$ cat src/rtl/rr_burst_scheduler_if.sv
`default_nettype none
// +---------------------------------------------------------------------------+
// | rr_burst_scheduler_if: requester/resource bundle for rr_burst_scheduler   |
// | Rev 1.0                                                                   |
// +---------------------------------------------------------------------------+
interface rr_burst_scheduler_if #(
   parameter int NUM_PORTS = 4,
   parameter int WEIGHT_W  = 4
);
   localparam int IDW = (NUM_PORTS > 1) ? $clog2(NUM_PORTS) : 1;

   logic [NUM_PORTS-1:0]          req_i;
   logic [NUM_PORTS-1:0]          last_i;
   logic [NUM_PORTS*WEIGHT_W-1:0] weight_i;
   logic                          res_ready_i;
   logic [NUM_PORTS-1:0]          gnt_o;
   logic [IDW-1:0]                gnt_id_o;
   logic                          busy_o;

   modport slave (
      input  req_i, last_i, weight_i, res_ready_i,
      output gnt_o, gnt_id_o, busy_o
   );

   modport master (
      output req_i, last_i, weight_i, res_ready_i,
      input  gnt_o, gnt_id_o, busy_o
   );
endinterface
`default_nettype wire

$ cat src/rtl/rr_burst_scheduler.sv
`default_nettype none
// +---------------------------------------------------------------------------+
// | rr_burst_scheduler: weighted round-robin grant held across whole bursts   |
// | Rev 1.0                                                                   |
// +---------------------------------------------------------------------------+
module rr_burst_scheduler #(
   parameter int NUM_PORTS = 4,
   parameter int WEIGHT_W  = 4
) (
   input  logic                 clk,
   input  logic                 reset_n,
   rr_burst_scheduler_if.slave  bus
);
   localparam int                  IDW        = (NUM_PORTS > 1) ? $clog2(NUM_PORTS) : 1;
   localparam logic [WEIGHT_W-1:0] CREDIT_ONE = WEIGHT_W'(1);
   localparam logic [IDW-1:0]      LAST_PORT  = IDW'(NUM_PORTS - 1);

   typedef enum logic [0:0] {
      S_IDLE  = 1'b0,
      S_GRANT = 1'b1
   } state_t;

   state_t                 state_q, state_d;
   logic [IDW-1:0]         ptr_q, ptr_d;
   logic [IDW-1:0]         gnt_id_q, gnt_id_d;
   logic [NUM_PORTS-1:0]   gnt_q, gnt_d;
   logic [WEIGHT_W-1:0]    credit_q, credit_d;

   logic [WEIGHT_W-1:0]    weight_arr [NUM_PORTS];
   logic [WEIGHT_W-1:0]    sel_weight;
   logic [WEIGHT_W-1:0]    load_credit;

   logic [IDW-1:0]         rel_ptr;
   logic [IDW-1:0]         arb_base;
   logic [IDW-1:0]         arb_sel;
   logic [IDW-1:0]         arb_cand;
   logic [NUM_PORTS-1:0]   arb_onehot;
   logic                   arb_found;
   int                     arb_idx;

   logic                   beat;
   logic                   burst_end;
   logic                   abort;
   logic                   release_now;

   for (genvar k = 0; k < NUM_PORTS; k++) begin : g_weight
      assign weight_arr[k] = bus.weight_i[k*WEIGHT_W +: WEIGHT_W];
   end

   // Only the granted port's request/last matter while a grant is held.
   assign beat        = bus.req_i[gnt_id_q] & bus.res_ready_i;
   assign burst_end   = beat & bus.last_i[gnt_id_q];
   assign abort       = ~bus.req_i[gnt_id_q];
   assign release_now = abort | (burst_end & (credit_q == CREDIT_ONE));

   assign rel_ptr  = (gnt_id_q == LAST_PORT) ? '0 : gnt_id_q + 1'b1;
   assign arb_base = (state_q == S_GRANT) ? rel_ptr : ptr_q;

   // Rotating priority scan starting at arb_base; used both from IDLE and
   // on release so a new grant follows the old one with no bubble.
   always_comb begin
      arb_found  = 1'b0;
      arb_sel    = '0;
      arb_cand   = '0;
      arb_onehot = '0;
      arb_idx    = 0;
      for (int i = 0; i < NUM_PORTS; i++) begin
         arb_idx = int'(arb_base) + i;
         if (arb_idx >= NUM_PORTS) begin
            arb_idx = arb_idx - NUM_PORTS;
         end
         arb_cand = IDW'(arb_idx);
         if (!arb_found && bus.req_i[arb_cand]) begin
            arb_found = 1'b1;
            arb_sel   = arb_cand;
         end
      end
      if (arb_found) begin
         arb_onehot[arb_sel] = 1'b1;
      end
   end

   assign sel_weight  = weight_arr[arb_sel];
   assign load_credit = (sel_weight == '0) ? CREDIT_ONE : sel_weight;

   always_comb begin
      state_d  = state_q;
      ptr_d    = ptr_q;
      gnt_d    = gnt_q;
      gnt_id_d = gnt_id_q;
      credit_d = credit_q;
      case (state_q)
         S_IDLE: begin
            if (arb_found) begin
               state_d  = S_GRANT;
               gnt_d    = arb_onehot;
               gnt_id_d = arb_sel;
               credit_d = load_credit;
            end
         end
         S_GRANT: begin
            if (release_now) begin
               ptr_d = rel_ptr;
               if (arb_found) begin
                  gnt_d    = arb_onehot;
                  gnt_id_d = arb_sel;
                  credit_d = load_credit;
               end else begin
                  state_d  = S_IDLE;
                  gnt_d    = '0;
                  gnt_id_d = '0;
                  credit_d = '0;
               end
            end else if (burst_end) begin
               credit_d = credit_q - 1'b1;
            end
         end
         default: begin
            state_d  = S_IDLE;
            gnt_d    = '0;
            gnt_id_d = '0;
            credit_d = '0;
         end
      endcase
   end

   always_ff @(posedge clk or negedge reset_n) begin
      if (!reset_n) begin
         state_q  <= S_IDLE;
         ptr_q    <= '0;
         gnt_q    <= '0;
         gnt_id_q <= '0;
         credit_q <= '0;
      end else begin
         state_q  <= state_d;
         ptr_q    <= ptr_d;
         gnt_q    <= gnt_d;
         gnt_id_q <= gnt_id_d;
         credit_q <= credit_d;
      end
   end

   assign bus.gnt_o    = gnt_q;
   assign bus.gnt_id_o = gnt_id_q;
   assign bus.busy_o   = |gnt_q;

endmodule
`default_nettype wire

$ cat src/flat_wrapper.sv
// flat-port wrapper written by rule: the top's interface ports become plain ports
module rr_burst_scheduler_flat 
#(
   parameter int NUM_PORTS = 4,
   parameter int WEIGHT_W  = 4
)
  (clk, reset_n, bus_req_i, bus_last_i, bus_weight_i, bus_res_ready_i, bus_gnt_o, bus_gnt_id_o, bus_busy_o);
  rr_burst_scheduler_if #(.NUM_PORTS(NUM_PORTS), .WEIGHT_W(WEIGHT_W)) bus_i ();
  input  logic clk;
  input  logic reset_n;
  input wire logic [$bits(bus_i.req_i)-1:0] bus_req_i;
  input wire logic [$bits(bus_i.last_i)-1:0] bus_last_i;
  input wire logic [$bits(bus_i.weight_i)-1:0] bus_weight_i;
  input wire logic [$bits(bus_i.res_ready_i)-1:0] bus_res_ready_i;
  output wire logic [$bits(bus_i.gnt_o)-1:0] bus_gnt_o;
  output wire logic [$bits(bus_i.gnt_id_o)-1:0] bus_gnt_id_o;
  output wire logic [$bits(bus_i.busy_o)-1:0] bus_busy_o;
  assign bus_i.req_i = bus_req_i;
  assign bus_i.last_i = bus_last_i;
  assign bus_i.weight_i = bus_weight_i;
  assign bus_i.res_ready_i = bus_res_ready_i;
  assign bus_gnt_o = bus_i.gnt_o;
  assign bus_gnt_id_o = bus_i.gnt_id_o;
  assign bus_busy_o = bus_i.busy_o;
  rr_burst_scheduler #(.NUM_PORTS(NUM_PORTS), .WEIGHT_W(WEIGHT_W)) u_core (.clk(clk), .reset_n(reset_n), .bus(bus_i));
endmodule
$ cat config.mk
export PLATFORM = sky130hd
export DESIGN_NAME = rr_burst_scheduler_flat
export DESIGN_NICKNAME = d
export VERILOG_FILES = /design/src/rtl/rr_burst_scheduler_if.sv /design/src/rtl/rr_burst_scheduler.sv /design/src/flat_wrapper.sv
export SDC_FILE = /design/constraint.sdc
export NUM_CORES = 1
export LEC_CHECK = 0
export CAP_MARGIN = 20
export CORE_AREA = 4 4 55 57
export DETAILED_ROUTE_END_ITERATION = 6
export DIE_AREA = 0 0 59 61
export GPL_TIMING_DRIVEN = 0
export PLACE_DENSITY = 0.76
export SLEW_MARGIN = 15
export SYNTH_ARGS = -nofsm -noshare
export SYNTH_HDL_FRONTEND = slang
export SYNTH_SLANG_ARGS = --single-unit
$ cat constraint.sdc
create_clock -name clk -period 3.1 [get_ports clk]
set_clock_uncertainty 0.05 [all_clocks]
set_input_delay 0.93 -clock clk [delete_from_list [all_inputs] [get_ports clk]]
set_output_delay 0.93 -clock clk [all_outputs]
set_load 0.1 [all_outputs]
==> summary.md, run 1 <==
| Metric | Value |
|---|---|
| Wirelength, routed | `2820 um` |
| Sequential area share after synthesis | `29.1%` |
| Placed Cells | `174` |
| Status | `finished, final reports clean` |
| Hold Crit Depth | `2` |
| Final setup TNS | `0 ns` |
| Final min period | `2.97 ns` |
| Finished Layout Cells | `178` |
| RSZ-0062 raised after global routing | `false` |
| DR vias | `1,103` |
| DP Area | `1490 um^2` |
| Top post-synthesis cells by area | `dfrtp_1 29%, mux2_2 4.0%, mux4_2 4.0%` |
| Commonest register cell after synthesis | `dfrtp_1` |
| CP bufs+invs | `1` |
| Nets | `179` |
| TritonCTS clock tree | `done` |
| Die height | `61 um` |
| Final Wtd Congestion | `0.772` |
| Clk buf depth | `2` |
| Avg Cell Area, Syn | `10.1 um^2` |
| CP Data Arrival Time | `1.99 ns` |
| Fraction of layout instances using a drive strength above 1 | `14.9%` |
| Final Max Slew Viols | `0` |
| Part of the cycle the worst path needs | `95.9%` |
| Final Cell Area | `1520 um^2` |
| Core Rows | `18` |
| Starting DRC count in detailed routing | `31` |
| Total congestion overflow | `0` |
| Crit-path cells | `clkdlybuf4s50_1` |
| R2R cell count | `8` |
| HPWL Detailed | `2270 um` |
| CP max stage delay | `1.19 ns` |
| Number of synthesized register bits | `13` |
| Synthesis Warnings | `0` |
| Worst path required time | `2.12 ns` |
| Diode count | `0` |
| DRC violation count after routing | `0` |
| Synthesized area | `1120 um^2` |
| Delay-heaviest family, CP | `buffers and inverters` |
| Worst-path clk slew | `0.08 ns` |
| Skew-Pair Late Insertion Delay | `0.28 ns` |
| Peak VDD IR | `773 uV` |
| Root buffer cell | `clkbuf_4` |
| Clk sinks | `13` |
| Overall routing resource usage | `16.3%` |
| Relative slew slack | `35.4%` |
| Post-synth top area share | `29.1%` |
| Worst setup path category | `register to primary output` |
| Measured slew at the worst slew-check pin | `0.967 ns` |
| Startpoint types | `register` |
| Setup Fix Bufs, Post-CTS | `0` |
| Setup ws final | `0.126 ns` |
| Area Growth Syn to Fin | `35.8%` |
| First-pass GRT wire length | `4540 um` |
| Setup violations, final | `0` |
| Post-synth EDFFs | `0` |
| Final-layout fill cell count | `229` |
| Vias in the first global route | `1,034` |
| TritonCTS buffer count | `3` |
| Pre-CTS setup slack | `-0.193 ns` |
| Initial Util | `45.1%` |
| FFs w/ async S/R, synth | `100%` |
| Slowest-stage cell, CP | `clkdlybuf4s50_1` |
| Cts hold-fix bufs | `0` |
| Drt wl/cell | `15.9 um` |
| Syn Inst Count | `111` |
| Pwr/cell area | `1080 nW/um^2` |
| H-tree levels | `1` |
| DRT antenna net count | `0` |
| Cell variety after synth | `48` |
| Crit-path max FO | `7` |
| Initial antenna violation count | `0` |
| Hold Slack | `0.467 ns` |
| Top Ports | `34` |
| Core ar. | `2480 um^2` |
| Final Hold Violating Endpoints | `0` |
| Drt first pass iters | `5` |
| Die width | `59 um` |
| Die area | `3600 um^2` |
| Post-Syn Nets | `141` |
| Max-Cap Viols | `0` |
| Vias per std cell | `6.20` |
| Max Fclk | `336 MHz` |
| Synth area leader | `dfrtp_1` |
| WP depth | `1` |
| Leakage | `0.000616 uW` |
| Largest net degree at the start of global routing | `14` |
| # port buffers | `33` |
| Min-Delay Path Class | `register to register` |
| Crit end category | `primary output` |
## power breakdown
group	switching [uW]	internal (uW)	total [uW]	leakage [uW]
Combinational	752	462	1210	0.000442
Clock	59.0	48.0	107	0.0000177
Sequential	77.6	247	324	0.000156
Total	888	756	1640	0.000616
## cell usage after synthesis (all sizes together), types with 4 or more instances
cell type,number
a21oi,4
dfrtp,13
inv,6
mux2,5
nand2,5
nand4,5
nor2,8
nor3,4
o21ai,5
## metrics by stage
| stage | util [%] | power [uW] |
|---|---|---|
| after floorplan | - | 1270 |
| after global placement | 59.9 | 1510 |
| after detailed placement | 59.9 | 1540 |
| after CTS | 61.0 | 1640 |
| after global routing | 61.3 | 1750 |
| final | 61.3 | 1640 |
## cells in the final DEF (no fill, tap or decap), types with 2 or more instances in the layout
cell type        instances
nand2b_1                 3
clkbuf_4                 3
nor4b_1                  2
buf_6                    2
o21ai_0                  3
o31a_1                   2
o21ai_1                  2
a211o_1                  2
mux4_2                   2
clkbuf_1                 2
a221o_1                  2
o31ai_1                  2
a22o_1                   3
ha_1                     3
a21oi_1                  4
o2111ai_1                3
nand4_1                  5
and2_1                   2
mux2_2                   4
nor2_1                   8
mux2i_1                  2
o211ai_1                 2
dfrtp_1                 13
nand2_1                  5
nor3_1                   3
clkdlybuf4s50_1         32
inv_1                    6
and4_1                   2
## registers in the layout, indices dropped and copies added, names as in the netlist
name / cells
u_core.bus.gnt_id_o: 2
u_core.bus.gnt_o: 4
u_core.credit_q: 4
u_core.ptr_q: 2
u_core.state_q: 1
## final timing paths
path | start | endpoint | slack, ns
max | u_core.bus.gnt_id_o[0] | bus_gnt_id_o[0] | 0.13
min | u_core.bus.gnt_o[0] | u_core.bus.gnt_o[0] | 0.47
min in group asynchronous | reset_n | u_core.bus.gnt_o[3] | 0.96
max reg2reg | u_core.bus.gnt_id_o[0] | u_core.credit_q[0] | 0.34
min reg2reg | u_core.bus.gnt_o[0] | u_core.bus.gnt_o[0] | 0.47
max in group asynchronous | reset_n | u_core.credit_q[1] | 1.66
## metal layers
| metal | track usage (%) | part of all wire (%) |
|---|---|---|
| met1 | 20.0 | 42 |
| met2 | 28.9 | 49 |
| met3 | 2.13 | 7.6 |
| met4 | 6.80 | 1.4 |
| met5 | 0 | 0 |
## kinds of logic (layout without fill, tap and decap cells)
family	count (synthesis)	after routing	synth area share [%]
AOI/OAI and AO/OA	38	38	30.7
muxes	9	9	11.2
adders and majority gates	3	3	3.36
buffers and inverters	10	47	4.70
DFF	13	13	29.1
and+or+nand+nor	38	38	20.9
## final cells by class
type	instances	area, um^2	share of cell area [%]
Sequential cell	13	325	21.4
Buffer	4	30.0	1.98
Inverter	6	22.5	1.48
Timing Repair Buffer	33	329	21.7
Clock inverter	1	5.00	0.330
Multi-Input combinational cell	88	746	49.1
Clock buffer	3	22.5	1.48
Tap cell	30	37.5	2.47
## what timing repair did
action                     in CTS  in global routing
setup endpoints to repair       1                  3
gates resized for setup         1                  1
pin swaps                       0                  0
Power figures use the tool's default switching activity.
==> run 2: changes to the inputs <==
==> constraint.sdc (replaced) <==
create_clock -name clk -period 3.1 [get_ports clk]
set_clock_uncertainty 0.05 [all_clocks]
set_input_delay 0.93 -clock clk [delete_from_list [all_inputs] [get_ports clk]]
set_output_delay 0.93 -clock clk [all_outputs]
set_load 0.01 [all_outputs]
==> run 2 against run 1 <==
Critical path depth is 8 higher. Wire length hardly changed. Power is 16% lower. Hold slack stayed put. Design area hardly changed. Combinational power is 21% lower. Worst setup slack better by 0.073 ns. Count of clock-buffer cells in the layout stayed put. Global-route usage stayed put.
==> summary.md, run 2 (synthesis gave the netlist of run 1 again) <==
| Metric | Value |
|---|---|
| Status | `finished, final reports clean` |
| Tot Pwr | `1380 uW (-16%)` |
| Diode count | `0 (unchanged)` |
| Final Cell Area | `1520 um^2 (about the same)` |
| Measured slew at the worst slew-check pin | `0.587 ns (-0.379 ns)` |
| Slowest-stage cell, CP | `clkdlybuf4s50_1` |
| Largest net degree at the start of global routing | `14 (unchanged)` |
| TritonCTS buffer count | `3 (unchanged)` |
| Pwr/cell area | `909 nW/um^2 (-16%)` |
| Initial Util | `45.1% (unchanged)` |
| Cts hold-fix bufs | `0 (unchanged)` |
| Startpoint types | `input pin` |
| RSZ-0062 raised after global routing | `false` |
| Core Rows | `18 (unchanged)` |
| Min-Delay Path Class | `register to register` |
| M1 GR Usage | `20.0% (unchanged)` |
| Drt first pass iters | `5 (unchanged)` |
| Multi-input logic area | `746 um^2 (unchanged)` |
| Hold Slack | `0.467 ns (unchanged)` |
| Commonest non-fill, non-tap cell in the layout | `clkdlybuf4s50_1` |
| DRC violation count after routing | `0 (unchanged)` |
| Die area | `3600 um^2 (unchanged)` |
| Met3 Usage GRT | `2.13% (unchanged)` |
| Core ar. | `2480 um^2 (unchanged)` |
| Nets | `179 (unchanged)` |
| Max Fclk | `345 MHz (+2.5%)` |
| Starting DRC count in detailed routing | `31 (unchanged)` |
| DR vias | `1,103 (unchanged)` |
| Setup violations, final | `0 (unchanged)` |
| Final-layout fill cell count | `229 (unchanged)` |
| Worst path required time | `3.22 ns (+1.10 ns)` |
| Finished Layout Cells | `178 (unchanged)` |
| Sequential cell area | `325 um^2 (unchanged)` |
| Clk sinks | `13 (unchanged)` |
| Grt met2 use | `28.9% (unchanged)` |
| Die width | `59 um (unchanged)` |
| Leakage | `0.000615 uW (about the same)` |
| CP bufs+invs | `3 (+2)` |
| Placed Cells | `174 (unchanged)` |
| Relative slew slack | `60.7% (+25 points)` |
| Crit-path max FO | `7 (unchanged)` |
| Die height | `61 um (unchanged)` |
| HPWL Detailed | `2270 um (unchanged)` |
| Fraction of layout instances using a drive strength above 1 | `14.9% (unchanged)` |
| Top Ports | `34 (unchanged)` |
| Vias in the first global route | `1,034 (unchanged)` |
| CP Data Arrival Time | `3.02 ns (+1.03 ns)` |
| Peak VDD IR | `470 uV (-39%)` |
| Part of the cycle the worst path needs | `93.6% (-2.4 points)` |
| Total congestion overflow | `0 (unchanged)` |
| Wirelength, routed | `2820 um (about the same)` |
| Area Growth Syn to Fin | `35.9% (about the same)` |
| Worst setup path category | `input pin to register` |
| # port buffers | `33 (unchanged)` |
| Final Max Slew Viols | `0 (unchanged)` |
| Most frequent cells in the layout | `33 x clkdlybuf4s50_1, 13 x dfrtp_1, 8 x nor2_1` |
| Top Usage Layer GRT | `met2` |
| Final Wtd Congestion | `0.772 (unchanged)` |
| DRT antenna net count | `0 (unchanged)` |
| Crit-path cells | `clkdlybuf4s50_1 > or2_1 > clkbuf_1 > or3_1 > clkbuf_1 > o22ai_2 > nor4b_1 > a21oi_1 > o21ai_1` |
| Most frequent CP cell | `clkbuf_1` |
| TritonCTS clock tree | `done` |
| H-tree levels | `1 (unchanged)` |
| Clk buf depth | `2 (unchanged)` |
| Root buffer cell | `clkbuf_4` |
| Crit end category | `register` |
| First-pass GRT wire length | `4540 um (unchanged)` |
| Worst-path clk slew | `0.08 ns (about the same)` |
| Max-Cap Viols | `0 (unchanged)` |
| Overall routing resource usage | `16.3% (unchanged)` |
| Delay-heaviest family, CP | `buffers and inverters` |
| Drt wl/cell | `15.9 um (about the same)` |
| Skew-Pair Late Insertion Delay | `0.28 ns (about the same)` |
| Final min period | `2.90 ns (-0.0729 ns)` |
| CP max stage delay | `0.50 ns (-0.69 ns)` |
| Final Hold Violating Endpoints | `0 (unchanged)` |
| DP Area | `1490 um^2 (unchanged)` |
| Vias per std cell | `6.20 (unchanged)` |
| Initial antenna violation count | `0 (unchanged)` |
-- run 2: cell types whose count changed in the layout (fill, tap and decap cells not counted), sizes merged --
| cell | previous run | this run |
|---|---|---|
| clkdlybuf4s50 | 32 | 33 |
| dlygate4sd2 | 1 | 0 |
-- run 2: worst min-delay path: cells and delay by family (launching register included) --
kind	cells	cell delay (ns)
flip-flops	1	0.37
AND/OR/NAND/NOR	1	0.06
AO/OA/AOI/OAI	1	0.06
-- run 2: cell type report --
class | instances | area share, %
tap | 30 | 2.47
clock inverter | 1 | 0.329
inverter | 6 | 1.48
multi-input combinational | 88 | 49.1
sequential | 13 | 21.4
buffer | 4 | 1.98
clock buffer | 3 | 1.48
timing repair buffer | 33 | 21.7
-- run 2: path summary, 6_finish.rpt --
check                                        from                  end  slack, ns  cells after the start
setup reg to reg           u_core.bus.gnt_id_o[0]   u_core.credit_q[0]       0.34                      8
max in group asynchronous                 reset_n   u_core.credit_q[1]       1.66                      1
min in group asynchronous                 reset_n  u_core.bus.gnt_o[3]       0.96                      1
hold reg to reg               u_core.bus.gnt_o[0]  u_core.bus.gnt_o[0]       0.47                      2
hold / removal                u_core.bus.gnt_o[0]  u_core.bus.gnt_o[0]       0.47                      2
setup / recovery                     bus_req_i[2]   u_core.credit_q[3]       0.20                      9
-- run 2: report_power, final --
part           internal, uW  switching (uW)
clock network          48.0            59.0
registers               247            77.7
logic                   469             481
total                   764             617
-- run 2: routing by layer --
metal	vias up	routed length (um)
li1	527	-
met1	526	1190
met2	45	1370
met3	5	220
met4	0	40
met5	-	0
-- run 2: what timing repair did --
item                                    CTS  global route
hold endpoints to repair                  0             0
buffers inserted                          0             0
gates resized for setup                   0             1
endpoints found under the setup margin    0             3
-- run 2: through the flow --
step | TNS [ns] | worst slack (ns) | utilization [%]
4_1_cts | 0 | 0.104 | 61.1
3_5_place_dp | -0.620 | -0.193 | 59.9
6_report | 0 | 0.199 | 61.3
3_3_place_gp | -0.321 | -0.132 | 59.9
5_1_grt | 0 | 0.0670 | 61.3
2_1_floorplan | 0 | 0.559 | -
==> run 3: changes to the inputs <==
--- a/config.mk
+++ b/config.mk
@@ -7,10 +7,12 @@
 export LEC_CHECK = 0
 export CAP_MARGIN = 20
 export CORE_AREA = 4 4 55 57
+export CTS_BUF_LIST = sky130_fd_sc_hd__clkbuf_8
 export DETAILED_ROUTE_END_ITERATION = 6
 export DIE_AREA = 0 0 59 61
 export GPL_TIMING_DRIVEN = 0
 export PLACE_DENSITY = 0.76
+export SETUP_SLACK_MARGIN = 0.05
 export SLEW_MARGIN = 15
 export SYNTH_ARGS = -nofsm -noshare
 export SYNTH_HDL_FRONTEND = slang
==> run 3 against run 2 <==
Critical path depth down 2. Count of clock-buffer cells in the layout is the same. Die area stayed put. Maximum frequency fell by 0.64%. Via count fell by 1.0%. Global-route usage is 0.13 points higher. Sequential power is essentially flat. Sequential cell count unchanged. Critical path type unchanged. Largest power group unchanged.
==> summary.md, run 3 (synthesis gave the netlist of run 1 again) <==
| Metric | Value |
|---|---|
| Status | `finished, final reports clean` |
| Die height | `61 um (unchanged)` |
| Finished Layout Cells | `178 (unchanged)` |
| DR vias | `1,092 (-1.0%)` |
| H-tree levels | `1 (unchanged)` |
| Slack of the worst reg-to-reg path | `0.35 ns (about the same)` |
| Fraction of layout instances using a drive strength above 1 | `14.9% (unchanged)` |
| Die width | `59 um (unchanged)` |
| Crit-path max FO | `7 (unchanged)` |
| Worst Setup EP | `u_core.credit_q[2]` |
| Part of the cycle the worst path needs | `94.2% (+0.60 points)` |
| Setup Fix Bufs, Post-CTS | `0 (unchanged)` |
| # port buffers | `33 (unchanged)` |
| Most frequent cells in the layout | `33 x clkdlybuf4s50_1, 13 x dfrtp_1, 8 x nor2_1` |
| Worst-path clk slew | `0.06 ns (-0.02 ns)` |
| Tot Pwr | `1440 uW (+4.2%)` |
| Die area | `3600 um^2 (unchanged)` |
| Total congestion overflow | `0 (unchanged)` |
| Core Rows | `18 (unchanged)` |
| Clk buf depth | `2 (unchanged)` |
| Skew-Pair Late Insertion Delay | `0.25 ns (-0.03 ns)` |
| Root buffer cell | `clkbuf_8` |
| Commonest non-fill, non-tap cell in the layout | `clkdlybuf4s50_1` |
| Setup violations, final | `0 (unchanged)` |
| Clk sinks | `13 (unchanged)` |
| Final Hold Violating Endpoints | `0 (unchanged)` |
| R2R cell count | `8 (unchanged)` |
| Wirelength, routed | `2830 um (+0.21%)` |
| Final core occ | `62.4% (+1.1 points)` |
| RSZ-0062 raised after global routing | `false` |
| Vias per std cell | `6.13 (-1.0%)` |
| Relative slew slack | `61.0% (+0.23 points)` |
| Starting DRC count in detailed routing | `25 (-19%)` |
| First-pass GRT wire length | `4530 um (-0.31%)` |
| CP Data Arrival Time | `3.00 ns (-0.02 ns)` |
| Final Wtd Congestion | `0.772 (unchanged)` |
| DRT antenna net count | `0 (unchanged)` |
| Cells resized by post-CTS repair | `0 (unchanged)` |
| Final min period | `2.92 ns (+0.0187 ns)` |
| Area Growth Syn to Fin | `38.3%` |
| DRC violation count after routing | `0 (unchanged)` |
| Crit end category | `register` |
| HPWL Detailed | `2270 um (unchanged)` |
| Crit path from | `bus_req_i[0]` |
| Overall routing resource usage | `16.5% (+0.13 points)` |
| TritonCTS clock tree | `done` |
| TritonCTS buffer count | `3 (unchanged)` |
| Max-Cap Viols | `0 (unchanged)` |
| Core ar. | `2480 um^2 (unchanged)` |
| Startpoint types | `input pin` |
| Pwr/cell area | `932 nW/um^2 (+2.5%)` |
| Worst setup path category | `input pin to register` |
| Top Ports | `34 (unchanged)` |
| Final setup TNS | `0 ns (unchanged)` |
| Measured slew at the worst slew-check pin | `0.584 ns (-0.00347 ns)` |
| Worst path required time | `3.18 ns (-0.04 ns)` |
| Setup ws final | `0.181 ns (-0.0187 ns)` |
| Initial antenna violation count | `0 (unchanged)` |
| Max Fclk | `343 MHz (-0.64%)` |
| Worst reg2reg path endpoint | `u_core.credit_q[0]` |
| Initial Util | `45.1% (unchanged)` |
| Peak VDD IR | `468 uV (-0.45%)` |
| Cts hold-fix bufs | `0 (unchanged)` |
| Nets | `179 (unchanged)` |
| Placed Cells | `174 (unchanged)` |
| FF-to-FF Start | `u_core.bus.gnt_id_o[0]` |
| Largest net degree at the start of global routing | `14 (unchanged)` |
| Final Max Slew Viols | `0 (unchanged)` |
| Leakage | `0.000624 uW (+1.4%)` |
| Diode count | `0 (unchanged)` |
| Pre-CTS setup slack | `-0.193 ns (unchanged)` |
| Drt first pass iters | `4 (-1)` |
| Min-Delay Path Class | `register to register` |
| Vias in the first global route | `1,014 (-1.9%)` |
| Drt wl/cell | `15.9 um (+0.21%)` |
-- run 3: stage by stage --
step | cell area (um^2) | hold WS, ns
after CTS | 1530 | 0.468
final | 1550 | 0.459
after global routing | 1550 | 0.486
after floorplan | 1120 | 0.432
after global placement | 1490 | 0.443
after detailed placement | 1490 | 0.456
-- run 3: critical path, cell delays in order --
cell and delay [ns]:
clkdlybuf4s50_1 0.65, nand2b_1 0.11, mux2_2 0.34, and4_1 0.24
a2111oi_4 0.34, nor3_1 0.10, a211o_1 0.29
-- run 3: routing by layer --
layer	vias to the layer above	routed length, um	GRT usage (%)
met4	0	42	5.83
met1	514	1220	20.1
li1	524	-	-
met3	6	215	3.40
met2	48	1350	28.7
met5	-	0	0
-- run 3: how the worst min path moves through the flow --
stage | cells after the start | slack, ns | start | end
3_5_place_dp | 2 | 0.46 | u_core.bus.gnt_o[1] | u_core.bus.gnt_o[1]
2_1_floorplan | 1 | 0.43 | u_core.ptr_q[0] | u_core.ptr_q[0]
6_report | 2 | 0.46 | u_core.bus.gnt_o[1] | u_core.bus.gnt_o[1]
5_1_grt | 1 | 0.49 | u_core.ptr_q[0] | u_core.ptr_q[0]
3_3_place_gp | 2 | 0.44 | u_core.bus.gnt_o[1] | u_core.bus.gnt_o[1]
4_1_cts | 2 | 0.47 | u_core.bus.gnt_o[1] | u_core.bus.gnt_o[1]
-- run 3: layout make-up --
cell class                      instances  area (um^2)
Inverter                                6         22.5
Clock buffer                            3         41.3
Buffer                                  4         30.0
Fill cell                             225          932
Tap cell                               30         37.5
Timing Repair Buffer                   33          330
Sequential cell                        13          325
Clock inverter                          1         5.00
Multi-Input combinational cell         88          753
-- run 3: power breakdown --
| part | total, uW | switching (uW) | internal (uW) |
|---|---|---|---|
| clock network | 153 | 63.7 | 88.9 |
| registers | 326 | 78.3 | 248 |
| logic | 961 | 487 | 474 |
